`config.mk`:
```
export PLATFORM = sky130hd
export DESIGN_NAME = decode_stage
export DESIGN_NICKNAME = d
export VERILOG_FILES = /design/src/rtl/decode_stage.sv
export SDC_FILE = /design/constraint.sdc
export NUM_CORES = 2
export LEC_CHECK = 0
export BUFFER_PORTS_ARGS = -buffer_cell sky130_fd_sc_hd__buf_2
export CAP_MARGIN = 20
export CORE_UTILIZATION = 48
export CTS_CLUSTER_DIAMETER = 50
export CTS_CLUSTER_SIZE = 20
export DETAILED_ROUTE_END_ITERATION = 10
export PLACE_DENSITY_LB_ADDON = 0.3
export SYNTH_ARGS = -nofsm -noshare
export SYNTH_HDL_FRONTEND = slang
export SYNTH_SLANG_ARGS = --single-unit
```
`constraint.sdc`:
```
create_clock -name clock -period 5 [get_ports clock]
set_input_delay 0.5 -clock clock [delete_from_list [all_inputs] [get_ports clock]]
set_output_delay 0.5 -clock clock [all_outputs]
set_load 0.03 [all_outputs]
```
`src/rtl/decode_stage.sv`:
```
// Decode stage: IF/ID register, 32x32 register file with write-through,
// and early branch/jump resolution feeding the next PC back to fetch.
module decode_stage (
  input  logic        clock,
  input  logic        reset,
  input  logic        StallD,
  input  logic        FlushD,
  input  logic [31:0] InstrF,
  input  logic [31:0] PCPlus4F,
  input  logic        RegWriteW,
  input  logic [4:0]  WriteRegW,
  input  logic [31:0] ResultW,
  input  logic [31:0] ALUOutM,
  input  logic        ForwardAD,
  input  logic        ForwardBD,
  input  logic        BranchD,
  input  logic        JumpD,
  output logic [31:0] InstrD,
  output logic [31:0] PCPlus4D,
  output logic [5:0]  OpD,
  output logic [5:0]  FunctD,
  output logic [4:0]  RsD,
  output logic [4:0]  RtD,
  output logic [4:0]  RdD,
  output logic [31:0] SignImmD,
  output logic [31:0] RD1D,
  output logic [31:0] RD2D,
  output logic [31:0] PCBranchD,
  output logic [31:0] PCJumpD,
  output logic        PCSrcD,
  output logic [31:0] PCinF
);

  logic [31:0] r_instr;
  logic [31:0] r_pcplus4;
  logic [31:0] r_regs [32];

  logic        w_wen;
  logic [31:0] w_rd1;
  logic [31:0] w_rd2;
  logic [31:0] w_cmp_a;
  logic [31:0] w_cmp_b;
  logic [31:0] w_simm;
  logic [31:0] w_pcbranch;
  logic [31:0] w_pcjump;
  logic        w_pcsrc;
  logic [31:0] w_pcin;

  always_ff @(posedge clock or negedge reset) begin
    if (!reset) begin
      r_instr   <= '0;
      r_pcplus4 <= '0;
    end else if (!StallD) begin
      if (FlushD) begin
        r_instr   <= '0;
        r_pcplus4 <= '0;
      end else begin
        r_instr   <= InstrF;
        r_pcplus4 <= PCPlus4F;
      end
    end
  end

  assign w_wen = RegWriteW && (WriteRegW != 5'd0);

  always_ff @(posedge clock or negedge reset) begin
    if (!reset) begin
      for (int i = 0; i < 32; i++)
        r_regs[i] <= '0;
    end else if (w_wen) begin
      r_regs[WriteRegW] <= ResultW;
    end
  end

  assign InstrD   = r_instr;
  assign PCPlus4D = r_pcplus4;
  assign OpD      = r_instr[31:26];
  assign FunctD   = r_instr[5:0];
  assign RsD      = r_instr[25:21];
  assign RtD      = r_instr[20:16];
  assign RdD      = r_instr[15:11];
  assign w_simm   = {{16{r_instr[15]}}, r_instr[15:0]};
  assign SignImmD = w_simm;

  // bypass stands in for the classic write-first-half / read-second-half
  always_comb begin
    w_rd1 = r_regs[RsD];
    w_rd2 = r_regs[RtD];
    if (w_wen && (WriteRegW == RsD))
      w_rd1 = ResultW;
    if (w_wen && (WriteRegW == RtD))
      w_rd2 = ResultW;
    if (RsD == 5'd0)
      w_rd1 = '0;
    if (RtD == 5'd0)
      w_rd2 = '0;
  end

  assign RD1D = w_rd1;
  assign RD2D = w_rd2;

  assign w_cmp_a = ForwardAD ? ALUOutM : w_rd1;
  assign w_cmp_b = ForwardBD ? ALUOutM : w_rd2;
  assign w_pcsrc = BranchD && (w_cmp_a == w_cmp_b);

  assign w_pcbranch = r_pcplus4 + {w_simm[29:0], 2'b00};
  assign w_pcjump   = {r_pcplus4[31:28], r_instr[25:0], 2'b00};

  always_comb begin
    w_pcin = PCPlus4F;
    priority case (1'b1)
      JumpD:   w_pcin = w_pcjump;
      w_pcsrc: w_pcin = w_pcbranch;
      default: w_pcin = PCPlus4F;
    endcase
  end

  assign PCSrcD    = w_pcsrc;
  assign PCBranchD = w_pcbranch;
  assign PCJumpD   = w_pcjump;
  assign PCinF     = w_pcin;

endmodule

```
==> run summary <==
YOSYS
----------------------------------------------------------------------------------------------------
Simple-gate share of the synthesized area                                                      5.57%
Most instantiated flip-flop cell in the synthesis netlist                               sky130_fd_sc_hd__dfrtp_1
Average footprint of a synthesized cell                                                   12.8 sq um
Synth Warn #                                                                                       0
Number of synthesized register bits                                                             1088
Adder-cell share of the synthesized area                                                      0.608%
Async set or reset register ratio after synthesis                                               100%
Count of flip-flops with a built-in enable after synthesis                                         0
Xor-xnor portion of the synthesized cell area                                                  1.37%
Synth unique cells                                                                               103
Share of the yosys chip area belonging to registers                                            43.2%
Compound-cell area share of the yosys netlist                                                  7.86%
Combinational family with the most area after synthesis                                 multiplexers
Multiplexer share of the synthesized area                                                      36.0%
Combined area of all synthesized cells                                                   63000 sq um
Post-Syn Instances                                                                              4940

LAYOUT
----------------------------------------------------------------------------------------------------
Final standard cell utilization of the core                                                    59.5%
Synthesis-to-finish area growth                                                                22.7%
Layout cells sized above 1                                                                     51.1%
Non-filler cells, final                                                                         7569
Final std cell area, no fill                                                             77300 sq um
Net count, final                                                                                5887

CRITICAL PATH
----------------------------------------------------------------------------------------------------
Biggest fanout along the worst timing path                                                         8
CP Data Required Time                                                                        4.50 ns
Worst EP arrival                                                                             5.41 ns
Sort of element at the end of the critical path                                           output pin
Worst-case register-to-register setup slack                                                  2.89 ns
End of the worst register-to-register path                                                InstrD[22]
Origin of the worst setup path                                                            InstrD[21]
Critical setup path kind                                                                register to output pin
R2R depth                                                                                          6
R2r startpoint                                                                            InstrD[22]
Nature of the critical path startpoint                                                      register

PLACE
----------------------------------------------------------------------------------------------------
# port buffers                                                                                   423
Final RePlAce weighted congestion                                                               1.04
Setup WS pre-CTS                                                                           -0.374 ns
Cells after DPL                                                                                 7238
Detailed-placement wirelength estimate                                                  177000 microns
Cell area reported after detailed placement                                              70900 sq um

GRT
----------------------------------------------------------------------------------------------------
Number of global-route vias before repair                                                      49800
First-pass GRT wire length                                                              365000 microns
Largest net degree at the start of global routing                                                127
Total congestion overflow after global routing                                                     0
Overall global routing resource usage                                                          38.5%
Number of antenna violations at the first check in global routing                                 15

DIE
----------------------------------------------------------------------------------------------------
Number of top-level pins                                                                         426
Placeable core region                                                                   130000 sq um
Width of the die                                                                         364 microns
Effective utilization at floorplan                                                             48.5%
Die Area                                                                                133000 sq um
Vert. Die Dim                                                                            364 microns
Floorplan row count                                                                              132

TIMING
----------------------------------------------------------------------------------------------------
Clock period minus final worst setup slack                                                   5.91 ns
Final period util                                                                               118%
Final Max Slew Viols                                                                               0
Final number of hold-violating endpoints                                                           0
Final setup viols                                                                                 33
Clock skew after layout                                                                         0 ns
RSZ-0062 raised after global routing                                                            true
Hold Worst Slack                                                                           0.0278 ns
Worst Max-Slew Pin Slew                                                                      1.26 ns
Worst max-slew margin expressed relative to the limit                                          15.7%
Worst Slack Setup Final                                                                    -0.913 ns
Maximum clock rate                                                                           169 MHz

ROUTING
----------------------------------------------------------------------------------------------------
Antenna-violating nets left                                                                        0
DRT iter0 DRCs                                                                                  7154
Avg WL per Cell                                                                         34.4 microns
Vias/cell                                                                                       6.77
Drt first pass iters                                                                               9
DRC violation count after routing                                                                  0
Total wire length                                                                       260000 microns
Vias after detailed routing                                                                    51200

POWER AND IR DROP
----------------------------------------------------------------------------------------------------
Max rail drop VDD                                                                           0.297 mV
Lkg Pwr                                                                                      34.2 nW
Combinational share of power                                                                   29.1%
Portion of total power attributed to the clock network                                         32.0%
Sw power                                                                                    0.0102 W
Power Density                                                                            391 nW/um^2
Sequential cell fraction of total power                                                        38.9%
Internal Power                                                                              0.0201 W
Sw Share                                                                                       33.6%

CLOCKING
----------------------------------------------------------------------------------------------------
Clock latency at the later pin of the worst-skew pair                                        0.75 ns
Clock-pin slew reported for the worst setup and hold paths after clock tree synthesis        0.07 ns
CTS H-tree lvls                                                                                    3
CTS tree                                                                                        done
Inserted Clock Buffers                                                                           121
Clock tree buffer depth                                                                            3
Clock Tree Root                                                                         sky130_fd_sc_hd__clkbuf_16
Number of sinks driven by the clock tree                                                        1088

RUN STATUS
----------------------------------------------------------------------------------------------------
Run status                                                                              finished, violations left
Violations in the final reports                                                         negative setup slack

RUN
----------------------------------------------------------------------------------------------------
Max-Cap Viols                                                                                      0

MIN PATH
----------------------------------------------------------------------------------------------------
Worst hold path type                                                                    input port to register
Capture endpoint of the worst hold path                                                   InstrD[16]
Origin of the worst min-delay path                                                        InstrF[16]
Depth of the worst hold-timing path                                                                3

## cells in the final DEF (no fill, tap or decap), types with 14 or more instances in the layout
master / instances
sky130_fd_sc_hd__o21ai_1: 15
sky130_fd_sc_hd__mux2_2: 945
sky130_fd_sc_hd__dfrtp_1: 1075
sky130_fd_sc_hd__or3_1: 16
sky130_fd_sc_hd__a22oi_1: 93
sky130_fd_sc_hd__inv_6: 27
sky130_fd_sc_hd__nor2_1: 73
sky130_fd_sc_hd__and2_1: 16
sky130_fd_sc_hd__inv_1: 46
sky130_fd_sc_hd__buf_6: 18
sky130_fd_sc_hd__nand2b_1: 82
sky130_fd_sc_hd__xor2_1: 33
sky130_fd_sc_hd__clkbuf_16: 130
sky130_fd_sc_hd__nor2b_1: 24
sky130_fd_sc_hd__xnor2_1: 57
sky130_fd_sc_hd__a21o_1: 21
sky130_fd_sc_hd__buf_2: 402
sky130_fd_sc_hd__a31oi_1: 14
sky130_fd_sc_hd__mux4_2: 388
sky130_fd_sc_hd__nor3_1: 46
sky130_fd_sc_hd__buf_12: 96
sky130_fd_sc_hd__o211ai_1: 14
sky130_fd_sc_hd__dlygate4sd3_1: 36
sky130_fd_sc_hd__and3_1: 18
sky130_fd_sc_hd__a221oi_1: 25
sky130_fd_sc_hd__nor2_4: 18
sky130_fd_sc_hd__nand2_2: 15
sky130_fd_sc_hd__o21ai_0: 192
sky130_fd_sc_hd__o22ai_1: 17
sky130_fd_sc_hd__nand2_1: 266
sky130_fd_sc_hd__o21ai_2: 27
sky130_fd_sc_hd__a22o_1: 30
sky130_fd_sc_hd__mux2i_1: 320
sky130_fd_sc_hd__a21oi_1: 70
sky130_fd_sc_hd__nand3_1: 47
sky130_fd_sc_hd__buf_4: 651
sky130_fd_sc_hd__ha_1: 29
## power by group through the flow
stage	Sequential, W	Clock, W	Combinational, W
after global placement	0.0117	0	0.00806
after CTS	0.0117	0.00974	0.00839
after detailed placement	0.0118	0	0.00820
after floorplan	0.0114	0	0.00524
after global routing	0.0119	0.0101	0.00913
final	0.0118	0.00969	0.00880
## cell families after synthesis
group,Yosys count
mux,1663
flops,1088
compound gates,724
simple gates,715
buf+inv,621
xor+xnor,98
fa+ha+maj,30
other cells,1
## synth_stat cells, types with 32 or more instances
master | number | share of area [%]
sky130_fd_sc_hd__nand2_1 | 282 | 1.7
sky130_fd_sc_hd__xnor2_1 | 63 | 0.88
sky130_fd_sc_hd__buf_4 | 136 | 1.6
sky130_fd_sc_hd__a21oi_1 | 83 | 0.66
sky130_fd_sc_hd__nor3_1 | 49 | 0.39
sky130_fd_sc_hd__mux2_2 | 946 | 17
sky130_fd_sc_hd__a22oi_1 | 100 | 1.2
sky130_fd_sc_hd__dfrtp_1 | 1088 | 43
sky130_fd_sc_hd__buf_2 | 69 | 0.55
sky130_fd_sc_hd__o21ai_0 | 214 | 1.7
sky130_fd_sc_hd__xor2_1 | 34 | 0.47
sky130_fd_sc_hd__nor2_1 | 93 | 0.55
sky130_fd_sc_hd__inv_1 | 47 | 0.28
sky130_fd_sc_hd__nand2b_1 | 82 | 0.81
sky130_fd_sc_hd__clkbuf_1 | 291 | 1.7
sky130_fd_sc_hd__buf_6 | 32 | 0.57
sky130_fd_sc_hd__a221oi_1 | 33 | 0.46
sky130_fd_sc_hd__mux4_2 | 388 | 14
sky130_fd_sc_hd__mux2i_1 | 328 | 5.2
sky130_fd_sc_hd__nand3_1 | 51 | 0.41
## stage by stage
| step | TNS (ns) | total power [W] |
|---|---|---|
| floorplan | 0 | 0.0167 |
| global placement | -10.77 | 0.0198 |
| detailed placement | -9.44 | 0.0200 |
| CTS | -24.88 | 0.0298 |
| global route | -28.44 | 0.0311 |
| finish | -26.56 | 0.0302 |
## layer usage
| metal | track usage, % | share of wire, % | vias to the layer above |
|---|---|---|---|
| li1 | - | - | 20100 |
| met1 | 51.8 | 38 | 26400 |
| met2 | 54.4 | 42 | 3759 |
| met3 | 12.9 | 13 | 912 |
| met4 | 21.4 | 6.5 | 28 |
| met5 | 0.327 | 0.097 | - |
## registers in the layout, summed over array words and instances, names as in the netlist
signal / count
PCPlus4D: 32
r_regs: 1024
InstrD: 32
## worst max-delay path, cell delays in order, from the launching register on
cell	delay (ns)
sky130_fd_sc_hd__dfrtp_4	0.57
sky130_fd_sc_hd__buf_12	0.19
sky130_fd_sc_hd__buf_12	0.15
sky130_fd_sc_hd__buf_4	0.15
sky130_fd_sc_hd__xnor2_2	0.14
sky130_fd_sc_hd__nand3_2	0.17
sky130_fd_sc_hd__nor2_4	0.07
sky130_fd_sc_hd__buf_12	0.15
sky130_fd_sc_hd__buf_12	0.14
sky130_fd_sc_hd__buf_4	0.15
sky130_fd_sc_hd__a2bb2oi_1	0.37
sky130_fd_sc_hd__o41ai_4	0.16
sky130_fd_sc_hd__xor2_1	0.22
sky130_fd_sc_hd__o21ai_0	0.12
sky130_fd_sc_hd__or3b_4	0.42
sky130_fd_sc_hd__o41ai_4	0.36
sky130_fd_sc_hd__nand4_2	0.13
sky130_fd_sc_hd__buf_6	0.17
sky130_fd_sc_hd__clkinv_8	0.07
sky130_fd_sc_hd__mux2_2	0.32
sky130_fd_sc_hd__mux2_4	0.27
sky130_fd_sc_hd__buf_6	0.14
## what timing repair did
item / in CTS / in global routing
endpoints found under the hold margin: 113 / 0
hold buffers: 36 / 0
pin swaps: 14 / 22
buffers inserted: 15 / 40
gates cloned: 3 / 7
gates resized for setup: 91 / 115
setup endpoints to repair: 35 / 37
## layout make-up
type | instances | area, sq um
tap | 1742 | 2180
multi-input combinational | 3232 | 33500
sequential | 1088 | 27300
fill | 10300 | 52500
clock inverter | 94 | 1140
inverter | 52 | 211
clock buffer | 133 | 3180
antenna | 8 | 20.0
timing repair buffer | 1220 | 9800
## worst max path at each step
| stage | slack, ns | end |
|---|---|---|
| 3_5_place_dp | -0.37 | PCinF[8] |
| 6_report | -0.91 | PCinF[30] |
| 2_1_floorplan | 0.01 | PCinF[3] |
| 5_1_grt | -0.96 | PCinF[30] |
| 4_1_cts | -0.83 | PCinF[30] |
| 3_3_place_gp | -0.39 | PCinF[28] |
Power figures use the tool's default switching activity.
